$ cat src/rtl/homo_pkg.sv
// homo_pkg: gain constants and width helpers shared by the homomorphic filter blocks
package homo_pkg;
  localparam logic [7:0] GAIN_ONE = 8'h10;
  localparam int GAIN_SH = 4;
  function automatic int log_w(input int data_w, input int frac_w);
    return $clog2(data_w) + frac_w;
  endfunction
  function automatic int ch_w(input int num_ch);
    return num_ch > 1 ? $clog2(num_ch) : 1;
  endfunction
  function automatic int sat_max(input int data_w, input int frac_w);
    return ((data_w - 1) << frac_w) | ((1 << frac_w) - 1);
  endfunction
endpackage

$ cat src/rtl/homo_log2.sv
// homo_log2: combinational Mitchell log2 (leading-one index plus MSB-aligned mantissa)
module homo_log2 import homo_pkg::*; #(
  parameter int DATA_W = 32,
  parameter int FRAC_W = 8,
  localparam int LW = log_w(DATA_W, FRAC_W)
) (
  input  logic [DATA_W-1:0] x,
  output logic              zero,
  output logic [LW-1:0]     l
);
  localparam int PW = $clog2(DATA_W);
  logic [PW-1:0] p;
  always_comb begin
    p = '0;
    for (int i = 0; i < DATA_W; i++) p = x[i] ? PW'(i) : p;
  end
  assign zero = x == '0;
  assign l = {p, FRAC_W'((x << (PW'(DATA_W - 1) - p)) >> (DATA_W - 1 - FRAC_W))};
endmodule

$ cat src/rtl/homomorphic_mc.sv
// homomorphic_mc: multi-channel log2 / log-domain emphasis filter / exp2 pipeline with valid-ready
module homomorphic_mc import homo_pkg::*; #(
  parameter int          DATA_W   = 32,
  parameter int          FRAC_W   = 8,
  parameter int          NUM_CH   = 4,
  parameter int          ALPHA_SH = 3,
  parameter logic [7:0]  GAMMA_H  = 8'h18,
  parameter logic [7:0]  GAMMA_L  = 8'h08,
  localparam int         CH_W     = ch_w(NUM_CH),
  localparam int         LW       = log_w(DATA_W, FRAC_W)
) (
  input  logic              CLK,
  input  logic              RST,
  input  logic              in_valid,
  output logic              in_ready,
  input  logic [DATA_W-1:0] input_data,
  input  logic [CH_W-1:0]   in_ch,
  input  logic              in_bypass,
  input  logic              flush,
  output logic [DATA_W-1:0] output_data,
  output logic [CH_W-1:0]   out_ch,
  output logic              write_enable,
  input  logic              out_ready
);
  localparam int SW = LW + 1;
  localparam int PW = LW + 12;
  localparam int EW = DATA_W + FRAC_W + 1;
  localparam logic [LW-1:0] Y_MAX = LW'(sat_max(DATA_W, FRAC_W));
  localparam logic signed [PW-1:0] ACC_MAX = PW'(sat_max(DATA_W, FRAC_W));
  logic adv, accept, byp_in, rmw;
  logic v1, v2, v3;
  logic [DATA_W-1:0] raw1, raw2, raw3;
  logic [CH_W-1:0] ch1, ch2, ch3;
  logic byp1, byp2, byp3, z1, z2, z3;
  logic [LW-1:0] l1, y, y3;
  logic signed [SW-1:0] lp [NUM_CH];
  logic [NUM_CH-1:0] primed;
  logic signed [SW-1:0] l_ext, lp_old, d, lp_new, d2, lp2;
  logic signed [PW-1:0] acc;
  logic [EW-1:0] e;
  logic [DATA_W-1:0] ex;
  assign adv = !write_enable || out_ready;
  assign in_ready = adv && RST;
  assign accept = in_valid && in_ready;
  assign byp_in = in_bypass || 32'(in_ch) >= NUM_CH;
  homo_log2 #(.DATA_W(DATA_W), .FRAC_W(FRAC_W)) u_log (.x(raw1), .zero(z1), .l(l1));
  assign l_ext = signed'({1'b0, l1});
  assign lp_old = primed[ch1] ? lp[ch1] : l_ext;
  assign d = l_ext - lp_old;
  assign lp_new = lp_old + (d >>> ALPHA_SH);
  assign rmw = adv && v1 && !z1 && !byp1;
  assign acc = (signed'(PW'({1'b0, GAMMA_H})) * PW'(d2) + signed'(PW'({1'b0, GAMMA_L})) * PW'(lp2)) >>> GAIN_SH;
  assign y = acc[PW-1] ? '0 : acc > ACC_MAX ? Y_MAX : acc[LW-1:0];
  assign e = EW'({1'b1, y3[FRAC_W-1:0]}) << y3[LW-1:FRAC_W] >> FRAC_W;
  assign ex = |e[EW-1:DATA_W] ? '1 : e[DATA_W-1:0];
  always_ff @(posedge CLK) begin
    if (!RST) begin
      {v1, v2, v3, write_enable} <= '0;
      output_data <= '0;
      out_ch <= '0;
      primed <= '0;
    end else begin
      if (adv) begin
        {v1, v2, v3, write_enable} <= {accept, v1, v2, v3};
        {raw1, ch1, byp1} <= {input_data, in_ch, byp_in};
        {raw2, ch2, byp2, z2, d2, lp2} <= {raw1, ch1, byp1, z1, d, lp_old};
        {raw3, ch3, byp3, z3, y3} <= {raw2, ch2, byp2, z2, y};
        if (v3) begin
          output_data <= z3 ? '0 : byp3 ? raw3 : ex;
          out_ch <= ch3;
        end
      end
      if (flush) primed <= '0;
      else if (rmw) begin
        primed[ch1] <= 1'b1;
        lp[ch1] <= lp_new;
      end
    end
  end
endmodule
$ cat config.mk
export PLATFORM = sky130hd
export DESIGN_NAME = homomorphic_mc
export DESIGN_NICKNAME = d
export VERILOG_FILES = /design/src/rtl/homo_pkg.sv /design/src/rtl/homo_log2.sv /design/src/rtl/homomorphic_mc.sv
export SDC_FILE = /design/constraint.sdc
export NUM_CORES = 1
export LEC_CHECK = 0
export CAP_MARGIN = 30
export CORE_MARGIN = 1.5
export CORE_UTILIZATION = 55
export CTS_CLUSTER_DIAMETER = 30
export DETAILED_ROUTE_END_ITERATION = 10
export DONT_BUFFER_PORTS = 1
export PLACE_DENSITY = 0.67
export SKIP_LAST_GASP = 1
export SYNTH_ARGS = -nofsm -noshare
export SYNTH_HDL_FRONTEND = slang
export SYNTH_HIERARCHICAL = 1
export SYNTH_SLANG_ARGS = --single-unit
$ cat constraint.sdc
create_clock -name CLK -period 7.5 [get_ports CLK]
set_input_delay 0.75 -clock CLK [delete_from_list [all_inputs] [get_ports CLK]]
set_output_delay 0.75 -clock CLK [all_outputs]
set_load 0.02 [all_outputs]
-- After elaboration in Yosys (flattened, before gate mapping)
Memory sizes are Yosys's and may differ from the RTL's. A register that Yosys moved wholly into a read port is not among the register bits.
Index checks and enable logic that the tools add are counted.
- register bits after elaboration: 190
- latch bits: 0
- memory bits (writable): 56
- memory bits (read-only): 0
- input port bits: 40
- word-level logic and storage cells: 93
- memories: 1
- memories (memory ; depth ; width ; read ports ; clocked after memory_dff ; wr ports ; line ; RTL):
    lp ; 4 ; 14 ; 1 ; 1 ; 1 ; homomorphic_mc.sv:36 ; logic signed [SW-1:0] lp [NUM_CH];
- $add $sub $neg: 4
- $mul: 1
- div/mod/pow operators: 0
- $lt $le $gt $ge: 3
- eq/ne operators: 0
- shift-type cells: 2
- mux-type cells: 45
- bitwise logic cells: 2
- reductions and logical operators: 14
- operators with widths (operator ; count):
    $mux W5 ; 30
    $mux W32 ; 3
    $shl A9 B5 Y41 ; 1
    $logic_not A32 Y1 ; 1
    $shl A32 B5 Y31 ; 1
    $add A20 B17 Y21 ; 1
    $gt A17 B14 Y1 const B ; 1
    $mul A3 B14 Y17 const A ; 1
    $add A14 B11 Y14 ; 1
    $mux W14 ; 1
    $sub A14 B14 Y14 ; 1
    $mux W13 ; 1
    $mux W1 ; 7
    $logic_and A1 B1 Y1 ; 6
    $sub A5 B5 Y5 const A ; 1
    $or A4 B4 Y4 ; 1
    $reduce_and A2 Y1 ; 2
    $logic_not A1 Y1 ; 3
    $lt A2 B3 Y1 const B ; 1
    $bmux W1 S2 ; 1
    $demux W1 S2 ; 1
    $ge A2 B1 Y1 const B ; 1
    $mux W2 ; 1
    $reduce_or A2 Y1 ; 1
    2 further kinds ; 2

-- Depth between registers and ports, before layout
- word-level depth: 36
- mapped depth: 32
- mapped depth without buffers: 29

-- By module
Netlist, hierarchy kept.
- modules (own cells, without submodules) (module ; instances ; cells an instance ; area each (um^2)):
    homomorphic_mc ; 1 ; 898 ; 11700.0
    homo_log2 ; 1 ; 309 ; 2019.4

-- Worst setup path before layout
Ideal clock, no wire load.
- path type: register to register
- start point: reg raw1[18]
- end point: mem lp[0][13] (netlist bit) (data pin)
- data arrival time: 5.985 ns
- required time: 7.222 ns
- setup slack: 1.237 ns
- cell stages (with the launch flop): 32
- period minus slack after synthesis: 6.263 ns
- path through: edfxtp_1 > or4_1 > or3_4 > a21o_4 > a31oi_4 > inv_2 > buf_6 > buf_4 > mux2i_1 > mux2i_1 > a221oi_1 > o21ai_1 > inv_1 > nor2_1 > a21oi_1 > inv_1 > fa_1 > nor2b_1 > o21a_1 > o21ai_0 > nand2b_1 > a31o_2 > a21oi_1 > xnor2_1 > ha_1 > o21a_1 > o21ai_0 > nor3_1 > nor4_1 > a211o_1 > o21ai_0 > xor2_1
- word-level cells in the longest chain between the ends: 19
- ends and longest elaborated chain (what ; line ; RTL):
    from (decl) ; homomorphic_mc.sv:32 ; logic [DATA_W-1:0] raw1, raw2, raw3;
    from (signal assigned) ; homomorphic_mc.sv:65 ; {raw1, ch1, byp1} <= {input_data, in_ch, byp_in};
    $mux W5 (14 in a row) ; homo_log2.sv:15 ; for (int i = 0; i < DATA_W; i++) p = x[i] ? PW'(i) : p;
    net l1[9] ; homomorphic_mc.sv:35 ; logic [LW-1:0] l1, y, y3;
    $sub A5 B5 Y5 ; homo_log2.sv:18 ; assign l = {p, FRAC_W'((x << (PW'(DATA_W - 1) - p)) >> (DATA_W - 1 - FRAC_W))};
    $shl A32 B5 Y31 ; homo_log2.sv:18 ;
    net l1[1] ; homomorphic_mc.sv:35 ;
    $mux W14 ; homomorphic_mc.sv:48 ; assign lp_old = primed[ch1] ? lp[ch1] : l_ext;
    net lp_old[1] ; homomorphic_mc.sv:38 ; logic signed [SW-1:0] l_ext, lp_old, d, lp_new, d2, lp2;
    $sub A14 B14 Y14 ; homomorphic_mc.sv:49 ; assign d = l_ext - lp_old;
    net d[8] ; homomorphic_mc.sv:38 ;
    $add A14 B11 Y14 ; homomorphic_mc.sv:50 ; assign lp_new = lp_old + (d >>> ALPHA_SH);
    net lp_new[13] ; homomorphic_mc.sv:38 ;
    to (decl) ; homomorphic_mc.sv:36 ;
The timed path passes the listed nets, and every way through them passes these cells.

-- Final worst setup path
- start point: reg raw1[18]
- end point: mem lp[2][13] (netlist bit) (data pin)
- word-level cells in the longest chain between the ends: 19
- ends and longest elaborated chain (what ; line):
    $mux W5 (14 in a row) ; homo_log2.sv:15
    $sub A5 B5 Y5 ; homo_log2.sv:18
    $shl A32 B5 Y31 * ; homo_log2.sv:18
    net l1[1] ; homomorphic_mc.sv:35
    $mux W14 * ; homomorphic_mc.sv:48
    net lp_old[1] ; homomorphic_mc.sv:38
    $sub A14 B14 Y14 * ; homomorphic_mc.sv:49
    net d[8] ; homomorphic_mc.sv:38
    $add A14 B11 Y14 * ; homomorphic_mc.sv:50
    net lp_new[13] ; homomorphic_mc.sv:38
Mark *: on every way through the listed nets, which the timed path passes. The rest lies on a longest branch.

==> run_summary.xml <==
<?xml version="1.0" encoding="UTF-8"?>
<metrics>
  <group name="finish">
    <metric name="layout.cells.most_common_list" unit="">204 x edfxtp_1, 78 x nand2_1, 71 x a21oi_1</metric>
    <metric name="area_growth_from_synthesis_to_layout" unit="%">16.9</metric>
    <metric name="layout.nets" unit="">1347</metric>
    <metric name="final_layout_size_suffix_gt1_frac" unit="">0.142</metric>
    <metric name="fin_util" unit="">0.657</metric>
    <metric name="layout_commonest_cell" unit="">edfxtp_1</metric>
    <metric name="antennaDiodeCount" unit="">0</metric>
  </group>
  <group name="timing">
    <metric name="drv_slew" unit="">0</metric>
    <metric name="finClkSkew" unit="ns">0.0306</metric>
    <metric name="hold_viol" unit="">0</metric>
    <metric name="worst_setup_margin" unit="ns">0.399</metric>
    <metric name="final_period_minus_worst_setup_slack" unit="ns">7.10</metric>
    <metric name="timing.final.crit_share" unit="">0.947</metric>
    <metric name="finalSetupViolCount" unit="">0</metric>
    <metric name="slew_headroom" unit="">0.365</metric>
    <metric name="worst_tran_pin_value" unit="ns">0.952</metric>
    <metric name="max_freq" unit="GHz">0.141</metric>
  </group>
  <group name="global_routing">
    <metric name="grt-ovfl-total" unit="">0</metric>
    <metric name="overall_global_routing_resource_usage" unit="">0.261</metric>
    <metric name="grt_antenna_before_repair" unit="">0</metric>
    <metric name="first_global_vias" unit="">9454</metric>
    <metric name="grt_start_max_net_pins" unit="">106</metric>
    <metric name="wire_length_of_the_first_global_routing_pass" unit="um">52800</metric>
  </group>
  <group name="clock_tree">
    <metric name="clock_sink_count" unit="">248</metric>
    <metric name="worst_setup_hold_path_clk_slew" unit="ns">0.06</metric>
    <metric name="maximum_number_of_buffers_from_clock_root_to_sink" unit="">3</metric>
    <metric name="number_of_levels_the_h_tree_was_split_into" unit="">2</metric>
    <metric name="clockRootBuffer" unit="">clkbuf_16</metric>
    <metric name="tritoncts" unit="">built</metric>
    <metric name="tritoncts_buffers" unit="">49</metric>
    <metric name="clock_latency" unit="ns">0.56</metric>
  </group>
  <group name="routing">
    <metric name="wire_per_inst" unit="um">21.0</metric>
    <metric name="drc" unit="">0</metric>
    <metric name="detail_route.wirelength" unit="um">33500</metric>
    <metric name="drt_pass1_iterations" unit="">6</metric>
    <metric name="antenna_violating_nets_post_route" unit="">0</metric>
    <metric name="drt_iter0_markers" unit="">1095</metric>
    <metric name="routed-via-count" unit="">9900</metric>
    <metric name="avgViaCountPerCell" unit="">6.19</metric>
  </group>
  <group name="setup_path">
    <metric name="crit-reg2reg-capture" unit="">lp[2][13]</metric>
    <metric name="timing.critical_path.slowest_stage_cell" unit="">or4_1</metric>
    <metric name="r2r_slack" unit="ns">0.40</metric>
    <metric name="worstReg2RegStart" unit="">raw1[18]</metric>
    <metric name="r2r_cells" unit="">29</metric>
    <metric name="critical_path.max_fanout" unit="">12</metric>
    <metric name="critPathArrivalTime" unit="ns">7.36</metric>
    <metric name="cp-end-kind" unit="">flip-flop</metric>
    <metric name="crit_type" unit="">reg2reg</metric>
    <metric name="critPathRequiredTime" unit="ns">7.76</metric>
    <metric name="category_of_the_worst_setup_path_launch_point" unit="">flip-flop</metric>
    <metric name="critical-path-top-cell-by-count" unit="">o21ai_0</metric>
    <metric name="cpPeakStageDelay" unit="ns">0.61</metric>
  </group>
  <group name="floorplan">
    <metric name="die_outline_area" unit="sq mm">0.0259</metric>
    <metric name="rows" unit="">57</metric>
    <metric name="die_h" unit="um">161</metric>
    <metric name="die-width" unit="um">161</metric>
    <metric name="start_util" unit="">0.562</metric>
    <metric name="design.core.area" unit="sq mm">0.0244</metric>
    <metric name="floorplan.io_pins" unit="">76</metric>
  </group>
  <group name="logic_synthesis">
    <metric name="synthArstFlopShare" unit="">0</metric>
    <metric name="syn_inst" unit="">1207</metric>
    <metric name="synth.cell_area" unit="sq mm">0.0137</metric>
    <metric name="synthesized_flop_and_latch_total" unit="">248</metric>
    <metric name="synth_enable_flop_cells" unit="">204</metric>
    <metric name="yosysWarningCount" unit="">6</metric>
    <metric name="synth_flop_cell" unit="">edfxtp_1</metric>
    <metric name="mappedNetlistNets" unit="">1318</metric>
    <metric name="post_synth_num_cell_types" unit="">80</metric>
    <metric name="syn_area_per_cell" unit="sq um">11.4</metric>
    <metric name="synth_sequential_area_ratio" unit="">0.511</metric>
  </group>
  <group name="hold_path">
    <metric name="worstHoldPathType" unit="">in2reg</metric>
    <metric name="hold_path_startpoint" unit="">input_data[4]</metric>
    <metric name="min_delay_worst_endpoint" unit="">raw1[4]</metric>
    <metric name="hold_path_depth" unit="">0</metric>
  </group>
  <group name="power_and_ir_drop">
    <metric name="cellPowerDensity" unit="mW/mm^2">398</metric>
    <metric name="sum_of_internal_switching_and_leakage_power" unit="uW">6380</metric>
    <metric name="p_leak" unit="uW">0.00599</metric>
    <metric name="vdd.ir_drop.worst" unit="mV">0.256</metric>
  </group>
  <group name="place">
    <metric name="gp_routability_congestion" unit="">0.946</metric>
    <metric name="worst_slack_at_placement" unit="ns">0.434</metric>
    <metric name="port_buffers" unit="">0</metric>
    <metric name="hpwl" unit="um">23800</metric>
  </group>
  <group name="run">
    <metric name="drv.max_cap_violation_count" unit="">0</metric>
  </group>
  <group name="status">
    <metric name="status" unit="">finished, final reports clean</metric>
  </group>
</metrics>
## synth_stat cells (all sizes together) (12+ instances only)
master,instances,area [sq um]
a211oi,14,105
a21o,15,120
a21oi,72,364
a22o,19,166
a22oi,33,248
a31oi,18,128
clkbuf,47,176
dfxtp,44,881
edfxtp,204,6130
ha,67,838
inv,58,218
mux2,14,161
mux2i,58,584
mux4,16,360
nand2,78,293
nand2b,14,87.6
nand3,24,120
nor2,68,255
nor2b,52,325
nor3,19,95.1
nor4,12,81.3
o21ai,49,245
xnor2,28,245
xor2,15,131
## through the flow
| stage | TNS [ns] | instance area, sq um | std cells | hold WS, ns |
|---|---|---|---|---|
| final | 0 | 16000 | 1600 | 0.287 |
| after global routing | -0.158 | 16000 | 1600 | 0.264 |
| after CTS | 0 | 16000 | 1594 | 0.268 |
| after detailed placement | 0 | 14200 | 1503 | 0.405 |
| after global placement | 0 | 14100 | 1500 | 0.402 |
| after floorplan | 0 | 13700 | 1207 | 0.400 |
## critical path: cells and delay by family (launching register included)
kind / cells / cell delay [ns]
AOI/OAI and AO/OA: 13 / 2.20
and+or+nand+nor: 7 / 1.78
adders and majority gates: 2 / 0.79
muxes: 2 / 0.58
buffers and inverters: 3 / 0.53
DFF: 1 / 0.52
xor gates and xnor gates: 2 / 0.43
## cell families (layout without fill, tap and decap cells)
family | after synthesis | after routing | synth area share
fa+ha+maj | 71 | 71 | 0.0669
compound gates | 327 | 328 | 0.165
buf+inv | 114 | 182 | 0.0326
flops | 248 | 248 | 0.511
simple gates | 316 | 316 | 0.116
mux | 88 | 88 | 0.0806
xor+xnor | 43 | 43 | 0.0275
## state kept, by name, indices dropped and copies added, names as in the netlist, 2 cells and up, named ones only
register and count:
d2 14, raw1 32, lp 56, out_ch 2, ch3 2, primed 4, raw3 32, output_data 32
ch1 2, lp2 14, y3 13, raw2 32, ch2 2
## power by group
group | switching (uW) | leakage, uW | total, uW | internal, uW
sequential | 141 | 0.00229 | 1880 | 1740
clock | 746 | 0.000841 | 2280 | 1530
combinational | 1290 | 0.00286 | 2220 | 925
## layer usage
metal | wire length, um | part of all wire | global-route usage | vias up
met5 | 0 | 0 | 0 | -
met4 | 821 | 0.024 | 0.0779 | 0
met3 | 2740 | 0.082 | 0.0542 | 81
met2 | 14600 | 0.44 | 0.387 | 454
met1 | 15400 | 0.46 | 0.385 | 4652
li1 | - | - | - | 4713
## final cells by class
class | instances | area [sq um]
repair buffers | 33 | 275
fillers | 1922 | 8360
flip-flops and latches | 248 | 7010
clock inverters | 34 | 488
multi-input cells | 846 | 6340
inverters | 58 | 223
well taps | 324 | 405
clock buffers | 57 | 1300
## how the worst max path moves through the flow
stage	start	end	slack, ns	cells past startpoint
5_1_grt	raw1[18]	lp[2][13]	-0.04	27
3_5_place_dp	raw1[14]	lp[3][13]	0.43	27
3_3_place_gp	raw1[14]	lp[3][13]	0.56	27
6_report	raw1[18]	lp[2][13]	0.40	29
4_1_cts	raw1[14]	lp[2][13]	0.42	27
2_1_floorplan	raw1[18]	lp[0][13]	1.24	31
## timing repair
action,4_1_cts,5_1_grt
gates resized for setup,0,7
hold buffers,0,0
setup endpoints to repair,0,4
setup buffers,0,5
(Power assumes the default switching activity.)
